===== config.mk =====
export PLATFORM = sky130hd
export DESIGN_NAME = operand_collector
export DESIGN_NICKNAME = d
export VERILOG_FILES = /design/src/rtl/operand_collector.sv
export SDC_FILE = /design/constraint.sdc
export NUM_CORES = 1
export LEC_CHECK = 0
export CAP_MARGIN = 15
export CORE_MARGIN = 2
export CORE_UTILIZATION = 42
export CTS_CLUSTER_DIAMETER = 150
export DETAILED_ROUTE_END_ITERATION = 16
export PLACE_DENSITY_LB_ADDON = 0.2
export SLEW_MARGIN = 25
export SYNTH_ARGS = -nofsm -noshare
export SYNTH_HDL_FRONTEND = slang
export SYNTH_SLANG_ARGS = --single-unit

===== constraint.sdc =====
create_clock -name clk -period 3.75 [get_ports clk]
set_input_delay 0.75 -clock clk [delete_from_list [all_inputs] [get_ports clk]]
set_output_delay 0.75 -clock clk [all_outputs]
set_load 0.01 [all_outputs]

===== src/rtl/operand_collector.sv =====
`default_nettype none
// +----------------------------------------------------------------------------+
// | Module  : operand_collector                                                |
// | Brief   : Gathers an instruction's source operands from register_file_bank |
// |           via tagged reads; optional OPERAND_COLLECTOR_ZERO_REG_EN treats  |
// |           register 0 as a hardwired zero.                                  |
// | Revision: 1.0 - initial release                                            |
// +----------------------------------------------------------------------------+
module operand_collector #(
    parameter int NumOperands  = 3,
    parameter int NumRegisters = 256,
    parameter int DataWidth    = 32,
    parameter int TagWidth     = 8,
    parameter int InstIdWidth  = 8,
    localparam int AddrW       = $clog2(NumRegisters)
) (
    input  logic                             clk,
    input  logic                             rst_n,
    input  logic                             in_valid_i,
    output logic                             in_ready_o,
    input  logic [InstIdWidth-1:0]           in_inst_id_i,
    input  logic [NumOperands-1:0]           in_operand_req_i,
    input  logic [NumOperands*AddrW-1:0]     in_operand_addr_i,
    output logic                             rf_read_valid_o,
    input  logic                             rf_read_ready_i,
    output logic [AddrW-1:0]                 rf_read_addr_o,
    output logic [TagWidth-1:0]              rf_read_tag_o,
    input  logic                             rf_resp_valid_i,
    input  logic [TagWidth-1:0]              rf_resp_tag_i,
    input  logic [DataWidth-1:0]             rf_resp_data_i,
    output logic                             out_valid_o,
    input  logic                             out_ready_i,
    output logic [InstIdWidth-1:0]           out_inst_id_o,
    output logic [NumOperands*DataWidth-1:0] out_operands_o,
    output logic                             spurious_resp_o
);

    localparam int IdxW = (NumOperands > 1) ? $clog2(NumOperands) : 1;

    typedef enum logic [1:0] {
        ST_IDLE  = 2'd0,
        ST_ISSUE = 2'd1,
        ST_WAIT  = 2'd2,
        ST_DONE  = 2'd3
    } state_t;

    state_t                           state_q, state_d;
    logic [InstIdWidth-1:0]           inst_id_q, inst_id_d;
    logic [NumOperands*AddrW-1:0]     addr_q, addr_d;
    logic [NumOperands-1:0]           to_issue_q, to_issue_d;
    logic [NumOperands-1:0]           outstanding_q, outstanding_d;
    logic [NumOperands*DataWidth-1:0] data_q, data_d;
    logic                             spurious_q, spurious_d;
    logic                             in_ready_q, in_ready_d;
    logic                             rd_valid_q, rd_valid_d;
    logic                             out_valid_q, out_valid_d;

    logic [IdxW-1:0]                  sel_idx;
    logic [AddrW-1:0]                 sel_addr;
    logic [NumOperands-1:0]           zero_mask;
    logic                             resp_hit;

    // Lowest pending slot; descending scan so the last match wins.
    always_comb begin
        sel_idx  = '0;
        sel_addr = '0;
        for (int i = NumOperands - 1; i >= 0; i--) begin
            if (to_issue_q[i]) begin
                sel_idx  = IdxW'(i);
                sel_addr = addr_q[i*AddrW +: AddrW];
            end
        end
    end

    always_comb begin
        state_d       = state_q;
        inst_id_d     = inst_id_q;
        addr_d        = addr_q;
        to_issue_d    = to_issue_q;
        outstanding_d = outstanding_q;
        data_d        = data_q;
        spurious_d    = spurious_q;
        resp_hit      = 1'b0;
        zero_mask     = '0;
`ifdef OPERAND_COLLECTOR_ZERO_REG_EN
        for (int i = 0; i < NumOperands; i++) begin
            zero_mask[i] = (in_operand_addr_i[i*AddrW +: AddrW] == '0);
        end
`endif

        case (state_q)
            ST_IDLE: begin
                if (in_valid_i && in_ready_q) begin
                    inst_id_d     = in_inst_id_i;
                    addr_d        = in_operand_addr_i;
                    to_issue_d    = in_operand_req_i & ~zero_mask;
                    outstanding_d = in_operand_req_i & ~zero_mask;
                    data_d        = '0;
                    state_d       = (to_issue_d == '0) ? ST_DONE : ST_ISSUE;
                end
            end
            ST_ISSUE, ST_WAIT: begin
                if (rf_resp_valid_i) begin
                    for (int i = 0; i < NumOperands; i++) begin
                        if (rf_resp_tag_i == TagWidth'(i) && outstanding_q[i]) begin
                            data_d[i*DataWidth +: DataWidth] = rf_resp_data_i;
                            outstanding_d[i]                 = 1'b0;
                            resp_hit                         = 1'b1;
                        end
                    end
                    if (!resp_hit) begin
                        spurious_d = 1'b1;
                    end
                end
                if (state_q == ST_ISSUE) begin
                    if (rd_valid_q && rf_read_ready_i) begin
                        for (int i = 0; i < NumOperands; i++) begin
                            if (IdxW'(i) == sel_idx) begin
                                to_issue_d[i] = 1'b0;
                            end
                        end
                    end
                    if (to_issue_d == '0) begin
                        state_d = (outstanding_d == '0) ? ST_DONE : ST_WAIT;
                    end
                end else if (outstanding_d == '0) begin
                    state_d = ST_DONE;
                end
            end
            ST_DONE: begin
                if (out_valid_q && out_ready_i) begin
                    state_d = ST_IDLE;
                end
            end
            default: state_d = ST_IDLE;
        endcase

        in_ready_d  = (state_d == ST_IDLE);
        rd_valid_d  = (state_d == ST_ISSUE);
        out_valid_d = (state_d == ST_DONE);
    end

    always_ff @(posedge clk or negedge rst_n) begin
        if (!rst_n) begin
            state_q       <= ST_IDLE;
            inst_id_q     <= '0;
            addr_q        <= '0;
            to_issue_q    <= '0;
            outstanding_q <= '0;
            data_q        <= '0;
            spurious_q    <= 1'b0;
            in_ready_q    <= 1'b1;
            rd_valid_q    <= 1'b0;
            out_valid_q   <= 1'b0;
        end else begin
            state_q       <= state_d;
            inst_id_q     <= inst_id_d;
            addr_q        <= addr_d;
            to_issue_q    <= to_issue_d;
            outstanding_q <= outstanding_d;
            data_q        <= data_d;
            spurious_q    <= spurious_d;
            in_ready_q    <= in_ready_d;
            rd_valid_q    <= rd_valid_d;
            out_valid_q   <= out_valid_d;
        end
    end

    assign in_ready_o      = in_ready_q;
    assign rf_read_valid_o = rd_valid_q;
    assign rf_read_addr_o  = sel_addr;
    assign rf_read_tag_o   = TagWidth'(sel_idx);
    assign out_valid_o     = out_valid_q;
    assign out_inst_id_o   = inst_id_q;
    assign out_operands_o  = data_q;
    assign spurious_resp_o = spurious_q;

endmodule
`default_nettype wire


==> flow_summary.yaml <==
run_status:
  status: "completed"
sta:
  fmax_mhz: 305
  fin_ws_ps: 468
  slew_viol_final: 0
  final.setup_skew_ps: 5.35
  setup_violations: 0
  min_period_ps: 3280
  rsz0062_at_grt: "false"
  setup-tns-final_ps: 0
  hold_violations: 0
  period_share: 0.875
  tightest_slew_ps: 878
  slew_headroom: 0.415
die:
  die_h_um: 125
  io_pins: 205
  start_util: 0.426
  die_width_um: 125
  fp.dieArea_um2: 15600
  coreArea_um2: 14400
  rows: 44
cells_and_area:
  diodes: 0
  multi_input_comb_area_um2: 2320
  fill_cells: 1213
  drive_above_1_share: 0.136
  seqCellArea_um2: 3500
  nNetsFinal: 896
  area_growth_pct: 42.3
power_and_ir_drop:
  ir_drop_uv: 552
  power_density_nw_per_um2: 845
  p_leak_nw: 3.88
placed_design:
  gp_congestion: 0.821
  dp_hpwl_um: 11100
  port_buffers: 198
  place_ws_ps: 795
cts:
  cts-buffers-inserted: 17
  cts_max_level: 4
  clk_latency_ps: 420
  cts.sinks: 140
  cts-root-buf: "clkbuf_16"
  cts.hold.buffers_added: 0
  cts_max_path_buffers: 2
  post_cts_buffers: 0
  clk_pin_slew_ps: 60
  tritoncts: "yes"
  post_cts_resized: 0
hold_path:
  hold_class: "primary input to asynchronous set/reset pin"
setup_path:
  ff2ff_setup_slack_ps: 900
  crit_path_max_fanout: 14
  critical_path_class: "flop to output port"
  reg2regPathDepth: 7
  rr_endpoint: "out_operands_o[51]$_DFFE_PN0P_"
  critPathLaunchType: "flop"
  critPathArrivalTime_ps: 2530
  crit_end: "rf_read_addr_o[0]"
  r2r-start: "state_q[1]$_DFF_PN0_"
  startpoint: "to_issue_q[1]$_DFFE_PN0P_"
  cp.required_ps: 3000
  cp-end-kind: "output port"
global_route:
  grt_usage: 0.206
  grt_pass1_vias: 4968
  grt.overflow.total: 0
  grt_pass1_wl_um: 25700
  antenna_found_initial: 0
  grt_max_degree: 96
synthesis:
  synth_top_cell_by_area: "dfrtp_1"
  synth.area.top_cells: "dfrtp_1 57%, nand2_1 14%, o21ai_2 7.8%"
  ys_seq_area_frac: 0.570
  synthTopCellsByCount: "236 x nand2_1, 139 x dfrtp_1, 55 x o21ai_2, 43 x o21ai_1, 20 x o21ai_0"
  synth_top_area_frac: 0.566
  synthCells: 628
  syn_area_per_cell_um2: 9.79
  ys_types: 47
  synth.most_common_cell: "nand2_1"
  async_reset_ff_frac: 1.00
  netlist_area_um2: 6150
  synth_edf_count: 0
  synth-main-ff-cell: "dfrtp_1"
  synth_seq_cells: 140
  synth_warnings: 0
route:
  wirelength_um: 15600
  dr.first_iter.drc_count: 400
  post-route-drc-count: 0
  num_vias: 5050
  ant_nets: 0
  drt-wirelength-per-cell_um: 15.5
  dr.pass1.iters: 5
  viasPerCell: 5.01
run:
  max_cap_viol_count: 0
-- flip-flops by register name, indices dropped and copies added (netlist names) --
register / count
rf_read_valid_o: 1
spurious_resp_o: 1
in_ready_o: 1
out_operands_o: 96
out_valid_o: 1
to_issue_q: 3
out_inst_id_o: 8
addr_q: 24
state_q: 2
outstanding_q: 3
-- area by class of cell --
class / instances / area share
sequential: 140 / 0.401
timing repair buffer: 205 / 0.234
tap: 184 / 0.0263
clock inverter: 11 / 0.0192
clock buffer: 20 / 0.0522
inverter: 7 / 0.00300
multi-input combinational: 441 / 0.265
-- layout by cell type (no fill, tap or decap), types with 2 or more instances in the layout --
| cell type | instances |
|---|---|
| nand2_1 | 236 |
| clkbuf_16 | 17 |
| nand3_1 | 4 |
| clkinv_2 | 3 |
| bufinv_16 | 4 |
| o21ai_2 | 53 |
| clkbuf_8 | 2 |
| and2_1 | 5 |
| o21ai_1 | 43 |
| and3_1 | 3 |
| a211oi_2 | 2 |
| nor3_1 | 3 |
| o211ai_1 | 2 |
| o21ai_0 | 20 |
| nand2_2 | 9 |
| clkinvlp_4 | 2 |
| clkdlybuf4s50_1 | 197 |
| o22ai_1 | 3 |
| o31ai_1 | 2 |
| o21ai_4 | 3 |
| nor2b_1 | 3 |
| buf_4 | 6 |
| ha_1 | 2 |
| clkinv_4 | 2 |
| a21oi_1 | 12 |
| nor4_1 | 2 |
| conb_1 | 6 |
| nor2_1 | 3 |
| a22oi_1 | 7 |
| inv_1 | 7 |
| dfrtp_1 | 139 |
-- kinds of logic (layout without fill, tap and decap cells) --
| group | after synthesis | count (layout) | synth area share |
|---|---|---|---|
| flip-flops | 140 | 140 | 0.570 |
| buffers and inverters | 52 | 243 | 0.0592 |
| AND/OR/NAND/NOR | 274 | 274 | 0.184 |
| other | 1 | 6 | 0.000610 |
| AO/OA/AOI/OAI | 157 | 157 | 0.178 |
| multiplexers | 1 | 1 | 0.00163 |
| adder cells (fa/ha/maj) | 3 | 3 | 0.00611 |
-- critical path, stage by stage (launching register included) --
cell and delay (ps):
dfrtp_1 560, nor2b_1 540, a22oi_1 130, o21ai_0 290, clkdlybuf4s50_1 600
-- metrics by stage --
stage / instances / hold slack (ps) / util / total power, W / area (um^2)
finish: 1008 / 392 / 0.607 / 0.00740 / 8750
CTS: 1008 / 435 / 0.607 / 0.00748 / 8750
global route: 1008 / 459 / 0.607 / 0.00791 / 8750
floorplan: 633 / 437 / - / 0.00442 / 6170
detailed placement: 977 / 463 / 0.563 / 0.00568 / 8130
global placement: 977 / 457 / 0.563 / 0.00558 / 8130
-- where the power goes --
part / leakage (nW) / internal [W] / switching (W) / total (W)
Sequential: 1.81 / 0.00205 / 0.000379 / 0.00243
Combinational: 1.76 / 0.00138 / 0.00182 / 0.00320
Clock: 0.302 / 0.00114 / 0.000628 / 0.00177
-- per-layer routing --
layer  wire length [um]  GRT usage  vias to the layer above
met4                326     0.0784                        0
met3               1120     0.0591                       24
met2               7430      0.324                      194
li1                   -          -                     2440
met1               6750      0.271                     2392
met5                  0          0                        -
-- how the worst min path moves through the flow --
stage	to	slack (ps)
after global routing	out_operands_o[14]$_DFFE_PN0P_	460
final	out_operands_o[17]$_DFFE_PN0P_	390
after global placement	out_inst_id_o[4]$_DFFE_PN0P_	460
after detailed placement	addr_q[21]$_DFFE_PN0P_	460
after floorplan	addr_q[21]$_DFFE_PN0P_	440
after CTS	out_operands_o[17]$_DFFE_PN0P_	430
Note: power is estimated with default switching activity, not from simulation.
